### config.mk
export PLATFORM = sky130hd
export DESIGN_NAME = serial_addsub_ctrl_flat
export DESIGN_NICKNAME = d
export VERILOG_FILES = /design/src/rtl/serial_addsub_ctrl_if.sv /design/src/rtl/serial_addsub_ctrl.sv /design/src/flat_wrapper.sv
export SDC_FILE = /design/constraint.sdc
export NUM_CORES = 1
export LEC_CHECK = 0
export BUFFER_PORTS_ARGS = -buffer_cell sky130_fd_sc_hd__buf_4
export CORE_ASPECT_RATIO = 0.75
export CORE_MARGIN = 3
export CORE_UTILIZATION = 55
export DETAILED_ROUTE_END_ITERATION = 10
export PLACE_DENSITY = 0.77
export REMOVE_ABC_BUFFERS = 1
export SLEW_MARGIN = 0
export SYNTH_ARGS = -nofsm -noshare
export SYNTH_HDL_FRONTEND = slang
export SYNTH_SLANG_ARGS = --single-unit
### constraint.sdc
create_clock -name clk -period 2.1 [get_ports clk]
set_clock_uncertainty 0.05 [all_clocks]
set_input_delay 0 -clock clk [delete_from_list [all_inputs] [get_ports clk]]
set_output_delay 0 -clock clk [all_outputs]
set_load 0.02 [all_outputs]
### src/rtl/serial_addsub_ctrl_if.sv
// Bundle between the bit-serial add/sub sequencer, its requester and the external ALU slice.
// The slave side is the sequencer; the master side is the requester plus the slice.
interface serial_addsub_ctrl_if #(
  parameter int WIDTH = 64
);
  logic             start;
  logic             op_sub;
  logic [WIDTH-1:0] a_in;
  logic [WIDTH-1:0] b_in;
  logic             slice_A;
  logic             slice_B;
  logic             slice_Cin;
  logic             slice_sub;
  logic             slice_S;
  logic             slice_Cout;
  logic             busy;
  logic             done;
  logic [WIDTH-1:0] result;
  logic             negative;
  logic             zero;
  logic             overflow;
  logic             carry_out;

  modport master (
    output start, op_sub, a_in, b_in, slice_S, slice_Cout,
    input  slice_A, slice_B, slice_Cin, slice_sub,
    input  busy, done, result, negative, zero, overflow, carry_out
  );

  modport slave (
    input  start, op_sub, a_in, b_in, slice_S, slice_Cout,
    output slice_A, slice_B, slice_Cin, slice_sub,
    output busy, done, result, negative, zero, overflow, carry_out
  );
endinterface

### src/rtl/serial_addsub_ctrl.sv
// Bit-serial sequencer driving one external addSub slice LSB first; collects the
// sum bits and produces result plus N/Z/V/C flags one cycle after the last bit.
module serial_addsub_ctrl #(
  parameter int WIDTH = 64
) (
  input logic                  clk,
  input logic                  reset,
  serial_addsub_ctrl_if.slave  bus
);
  localparam int CNT_W = $clog2(WIDTH);
  localparam logic [CNT_W-1:0] LAST = CNT_W'(WIDTH - 1);

  typedef enum logic [1:0] {IDLE, RUN, DONE} state_t;

  state_t           state_q;
  state_t           state_d;
  logic             accept;
  logic             run;
  logic             last_bit;
  logic [WIDTH-1:0] a_sh;
  logic [WIDTH-1:0] b_sh;
  logic [WIDTH-1:0] res_sh;
  logic [WIDTH-1:0] result_q;
  logic             op_q;
  logic             carry;
  logic             zacc;
  logic [CNT_W-1:0] cnt;
  logic             negative_q;
  logic             zero_q;
  logic             overflow_q;
  logic             carry_out_q;

  // Signed overflow: carry into the MSB differs from carry out of it.
  function automatic logic ovf_flag(input logic cin_msb, input logic cout_msb);
    return cin_msb ^ cout_msb;
  endfunction

  assign run      = (state_q == RUN);
  assign last_bit = run && (cnt == LAST);

  always_ff @(posedge clk) begin
    if (reset) state_q <= IDLE;
    else       state_q <= state_d;
  end

  always_comb begin
    state_d = state_q;
    accept  = 1'b0;
    case (state_q)
      IDLE: begin
        if (bus.start) begin
          state_d = RUN;
          accept  = 1'b1;
        end
      end
      RUN: begin
        if (cnt == LAST) state_d = DONE;
      end
      DONE: begin
        if (bus.start) begin
          state_d = RUN;
          accept  = 1'b1;
        end else begin
          state_d = IDLE;
        end
      end
      default: state_d = IDLE;
    endcase
  end

  // Subtract seeds the carry with 1 so the slice's inverted B becomes two's complement.
  always_ff @(posedge clk) begin
    if (reset) begin
      a_sh        <= '0;
      b_sh        <= '0;
      res_sh      <= '0;
      op_q        <= 1'b0;
      carry       <= 1'b0;
      zacc        <= 1'b0;
      cnt         <= '0;
      result_q    <= '0;
      negative_q  <= 1'b0;
      zero_q      <= 1'b0;
      overflow_q  <= 1'b0;
      carry_out_q <= 1'b0;
    end else if (accept) begin
      a_sh  <= bus.a_in;
      b_sh  <= bus.b_in;
      op_q  <= bus.op_sub;
      carry <= bus.op_sub;
      zacc  <= 1'b0;
      cnt   <= '0;
    end else if (run) begin
      a_sh   <= a_sh >> 1;
      b_sh   <= b_sh >> 1;
      res_sh <= {bus.slice_S, res_sh[WIDTH-1:1]};
      carry  <= bus.slice_Cout;
      zacc   <= zacc | bus.slice_S;
      cnt    <= cnt + 1'b1;
      if (last_bit) begin
        result_q    <= {bus.slice_S, res_sh[WIDTH-1:1]};
        negative_q  <= bus.slice_S;
        zero_q      <= ~(zacc | bus.slice_S);
        overflow_q  <= ovf_flag(carry, bus.slice_Cout);
        carry_out_q <= bus.slice_Cout;
      end
    end
  end

  assign bus.busy      = run;
  assign bus.done      = (state_q == DONE);
  assign bus.slice_A   = run & a_sh[0];
  assign bus.slice_B   = run & b_sh[0];
  assign bus.slice_Cin = run & carry;
  assign bus.slice_sub = run & op_q;
  assign bus.result    = result_q;
  assign bus.negative  = negative_q;
  assign bus.zero      = zero_q;
  assign bus.overflow  = overflow_q;
  assign bus.carry_out = carry_out_q;
endmodule

### src/flat_wrapper.sv
// flat-port wrapper written by rule: the top's interface ports become plain ports
module serial_addsub_ctrl_flat 
#(
  parameter int WIDTH = 64
)
  (clk, reset, bus_start, bus_op_sub, bus_a_in, bus_b_in, bus_slice_S, bus_slice_Cout, bus_slice_A, bus_slice_B, bus_slice_Cin, bus_slice_sub, bus_busy, bus_done, bus_result, bus_negative, bus_zero, bus_overflow, bus_carry_out);
  serial_addsub_ctrl_if #(.WIDTH(WIDTH)) bus_i ();
  input logic clk;
  input logic reset;
  input wire logic [$bits(bus_i.start)-1:0] bus_start;
  input wire logic [$bits(bus_i.op_sub)-1:0] bus_op_sub;
  input wire logic [$bits(bus_i.a_in)-1:0] bus_a_in;
  input wire logic [$bits(bus_i.b_in)-1:0] bus_b_in;
  input wire logic [$bits(bus_i.slice_S)-1:0] bus_slice_S;
  input wire logic [$bits(bus_i.slice_Cout)-1:0] bus_slice_Cout;
  output wire logic [$bits(bus_i.slice_A)-1:0] bus_slice_A;
  output wire logic [$bits(bus_i.slice_B)-1:0] bus_slice_B;
  output wire logic [$bits(bus_i.slice_Cin)-1:0] bus_slice_Cin;
  output wire logic [$bits(bus_i.slice_sub)-1:0] bus_slice_sub;
  output wire logic [$bits(bus_i.busy)-1:0] bus_busy;
  output wire logic [$bits(bus_i.done)-1:0] bus_done;
  output wire logic [$bits(bus_i.result)-1:0] bus_result;
  output wire logic [$bits(bus_i.negative)-1:0] bus_negative;
  output wire logic [$bits(bus_i.zero)-1:0] bus_zero;
  output wire logic [$bits(bus_i.overflow)-1:0] bus_overflow;
  output wire logic [$bits(bus_i.carry_out)-1:0] bus_carry_out;
  assign bus_i.start = bus_start;
  assign bus_i.op_sub = bus_op_sub;
  assign bus_i.a_in = bus_a_in;
  assign bus_i.b_in = bus_b_in;
  assign bus_i.slice_S = bus_slice_S;
  assign bus_i.slice_Cout = bus_slice_Cout;
  assign bus_slice_A = bus_i.slice_A;
  assign bus_slice_B = bus_i.slice_B;
  assign bus_slice_Cin = bus_i.slice_Cin;
  assign bus_slice_sub = bus_i.slice_sub;
  assign bus_busy = bus_i.busy;
  assign bus_done = bus_i.done;
  assign bus_result = bus_i.result;
  assign bus_negative = bus_i.negative;
  assign bus_zero = bus_i.zero;
  assign bus_overflow = bus_i.overflow;
  assign bus_carry_out = bus_i.carry_out;
  serial_addsub_ctrl #(.WIDTH(WIDTH)) u_core (.clk(clk), .reset(reset), .bus(bus_i));
endmodule
==> flow_summary_export.csv <==
group,metric,value,unit
cells_and_area,drive_gt1_frac,0.1829,
route,ant_nets,0,
floorplanning,start_util,0.5740,
logic_synthesis,synth_area_leaders,"dfxtp_1 (52%), nand2_1 (11%), o21ai_0 (7.2%), a21oi_1 (6.6%), a31oi_1 (5.0%)",
grt,grt_max_degree,127,
placement,place_ws,0.3608,ns
cells_and_area,syn_to_final_growth,38.35,%
logic_synthesis,post-synth-top-area-cell,"dfxtp_1",
sta,finalHoldViolations,0,
logic_synthesis,ys_seq_area_frac,0.5205,
grt,gr-total-overflow,0,
route,dr.pass1.iters,5,
floorplanning,fp.dieArea,0.02051,mm2
logic_synthesis,syn_area,0.01035,mm2
placement,post-dp-hpwl,16610,um
sta,tightest_slew,0.6796,ns
critical_path,cp_data_arrival_time,1.99,ns
cells_and_area,fin_nets,1708,
placement,portBuffers,207,
critical_path,r2r-start,"u_core.state_q[1]",
job,cap_violations,0,
logic_synthesis,synth_cell_types,31,
sta,layout_setup_ws,0.05629,ns
floorplanning,ios,208,
critical_path,critPathCapture,"bus_slice_Cin",
sta,tns,0,ns
route,avgRoutedWirePerCell,17.26,um
clock_network,root_buffer,"clkbuf_16",
clock_network,clkTransAtPathRegs,0.06,ns
route,wirelength,31660,um
cells_and_area,nFillCells,1212,
clock_network,cts_tree,"done",
cells_and_area,multi_input_area,0.004392,mm2
critical_path,path_class,"register to primary output",
critical_path,critPathMaxFanout,39,
floorplanning,core,0.01802,mm2
run_status,outcome,"finished clean",
logic_synthesis,synth-async-reset-ratio,0,
route,vias_per_cell,5.959,
clock_network,clock-sinks,269,
cells_and_area,register_area,0.005386,mm2
cells_and_area,post-route-cell-area,0.01431,mm2
sta,period_minus_slack,2.044,ns
floorplanning,die_x,164.4,um
critical_path,required,2.05,ns
logic_synthesis,yosys_warnings,0,
logic_synthesis,synth_edf_count,0,
sta,setup_viol,0,
route,drc,0,
grt,grt_use_total,0.2836,
sta,fin_crit_sh,0.9732,
pwr,power_density,817.2,mW/mm2
floorplanning,die_h,124.8,um
critical_path,reg2reg_to,"u_core.b_sh[0]",
logic_synthesis,syn_avg_cell_area,7.946,um2
pwr,leakage,5.390,nW
critical_path,reg2reg_depth,6,
critical_path,cp-start-kind,"register",
pwr,ir_drop,0.6560,mV
route,dr.first_iter.drc_count,1012,
logic_synthesis,syn_inst,1302,
route,vias,10930,
critical_path,reg2reg_slack,0.08,ns
critical_path,cp-startpoint,"u_core.state_q[1]",
logic_synthesis,synth_seq_cells,269,
logic_synthesis,synth_top_cell_area_share,0.5205,
worst_hold_path,hold_path.class,"input pin to register",
logic_synthesis,ys.flop_type,"dfxtp_1",
clock_network,clk_path_buf_depth,3,
cells_and_area,utilization,0.7941,
sta,final_max_slew_viol_count,0,
sta,max_freq,489.3,MHz
grt,antenna_found_initial,1,
grt,grt_pass1_vias,10030,
critical_path,end_kind,"primary output",
placement,place.gp.congestion,0.8026,
clock_network,clkLatencyLatePin,0.51,ns
sta,relSlewSlack,0.5469,
placement,dpl_cell_area,0.01199,mm2
clock_network,cts_buffers,25,
grt,grt_pass1_wl,49300,um
clock_network,htree_num_levels,1,
floorplanning,core.rowCount,42,
-- cells in the mapped netlist, drive strengths merged, types with 3 or more instances --
library cell  number
buf               59
and2               4
o22ai             44
xnor2              3
nand3             69
nor3              91
a21oi            137
nand2            295
clkbuf            74
a31oi             82
o21ai            149
nor2               3
dfxtp            269
mux2i              3
-- critical path: stages (launching register included) --
cell and delay (ns):
dfxtp_1 0.41, nand2b_4 0.30, clkinv_8 0.09, buf_4 0.17, buf_12 0.17, and2_1 0.19, buf_4 0.16
-- repair_timing --
item,CTS,global route
hold buffers,135,0
resized for setup,1,3
pin swaps,0,0
endpoints found under the hold margin,167,0
setup endpoints to repair,4,3
setup buffers,0,6
gates cloned,0,2
-- worst min-delay path by stage --
stage                            from             end  slack, ns  cells past startpoint
after floorplan                 reset  u_core.b_sh[0]       0.02                      1
after global placement     bus_op_sub     u_core.op_q       0.21                      3
after detailed placement  bus_slice_S     u_core.zacc       0.22                      3
after CTS                 bus_slice_S     u_core.zacc       0.24                      4
after global routing      bus_slice_S     u_core.zacc       0.29                      4
final                     bus_slice_S     u_core.zacc       0.28                      4
-- through the flow --
step | std cells | total power, W | hold WS [ns]
floorplan | 1169 | 0.006173 | 0.01907
global placement | 1645 | 0.006643 | 0.2113
detailed placement | 1645 | 0.006668 | 0.2238
CTS | 1825 | 0.01162 | 0.2404
global route | 1834 | 0.01205 | 0.2948
finish | 1834 | 0.01170 | 0.2779
-- flip-flops by register name, summed over array words and instances, names as in the netlist, 2 cells and up --
register and flops:
u_core.a_sh 64, u_core.b_sh 64, u_core.bus.result 63, u_core.res_sh 63, u_core.cnt 6, u_core.state_q 2
-- area by class of cell --
| type | instances | area share |
|---|---|---|
| flip-flops and latches | 269 | 0.3763 |
| multi-input cells | 898 | 0.3068 |
| repair buffers | 376 | 0.2324 |
| clock buffers | 36 | 0.05079 |
| well taps | 242 | 0.02115 |
| clock inverters | 9 | 0.01031 |
| inverters | 2 | 0.001399 |
| repair inverters | 1 | 0.0006119 |
| diodes | 1 | 0.0001748 |
-- per-layer routing --
metal,GRT usage,wire (um)
met1,0.3809,13250
met2,0.4581,14920
met3,0.04422,2209
met4,0.1114,1283
met5,0,0
-- layout by cell type (no fill, tap or decap), types with 4 or more instances in the layout --
master,n
nand2_1,295
dfxtp_1,268
buf_4,228
o21ai_0,149
a21oi_1,137
dlygate4sd3_1,135
nor3_1,91
a31oi_1,82
nand3_1,69
o22ai_1,44
clkbuf_16,26
buf_12,10
clkbuf_8,6
clkbuf_1,5
and2_1,4
bufinv_16,4
clkinv_2,4
-- cell families (layout without fill, tap and decap cells) --
| logic type | count (synthesis) | after routing | share of synthesized area |
|---|---|---|---|
| AOI/OAI and AO/OA | 416 | 416 | 0.2176 |
| muxes | 3 | 3 | 0.002903 |
| and+or+nand+nor | 475 | 475 | 0.1978 |
| other | 0 | 1 | 0 |
| adders and majority gates | 1 | 1 | 0.001209 |
| DFF | 269 | 269 | 0.5205 |
| buffers and inverters | 135 | 424 | 0.05744 |
| xor gates and xnor gates | 3 | 3 | 0.002540 |
-- power by group --
group | leakage (nW) | internal [W] | switching (W)
clock network | 0.429 | 0.00289 | 0.00193
logic | 2.76 | 0.000649 | 0.000737
registers | 2.20 | 0.00535 | 0.000141
No activity file was read; power rests on OpenSTA's default activity.
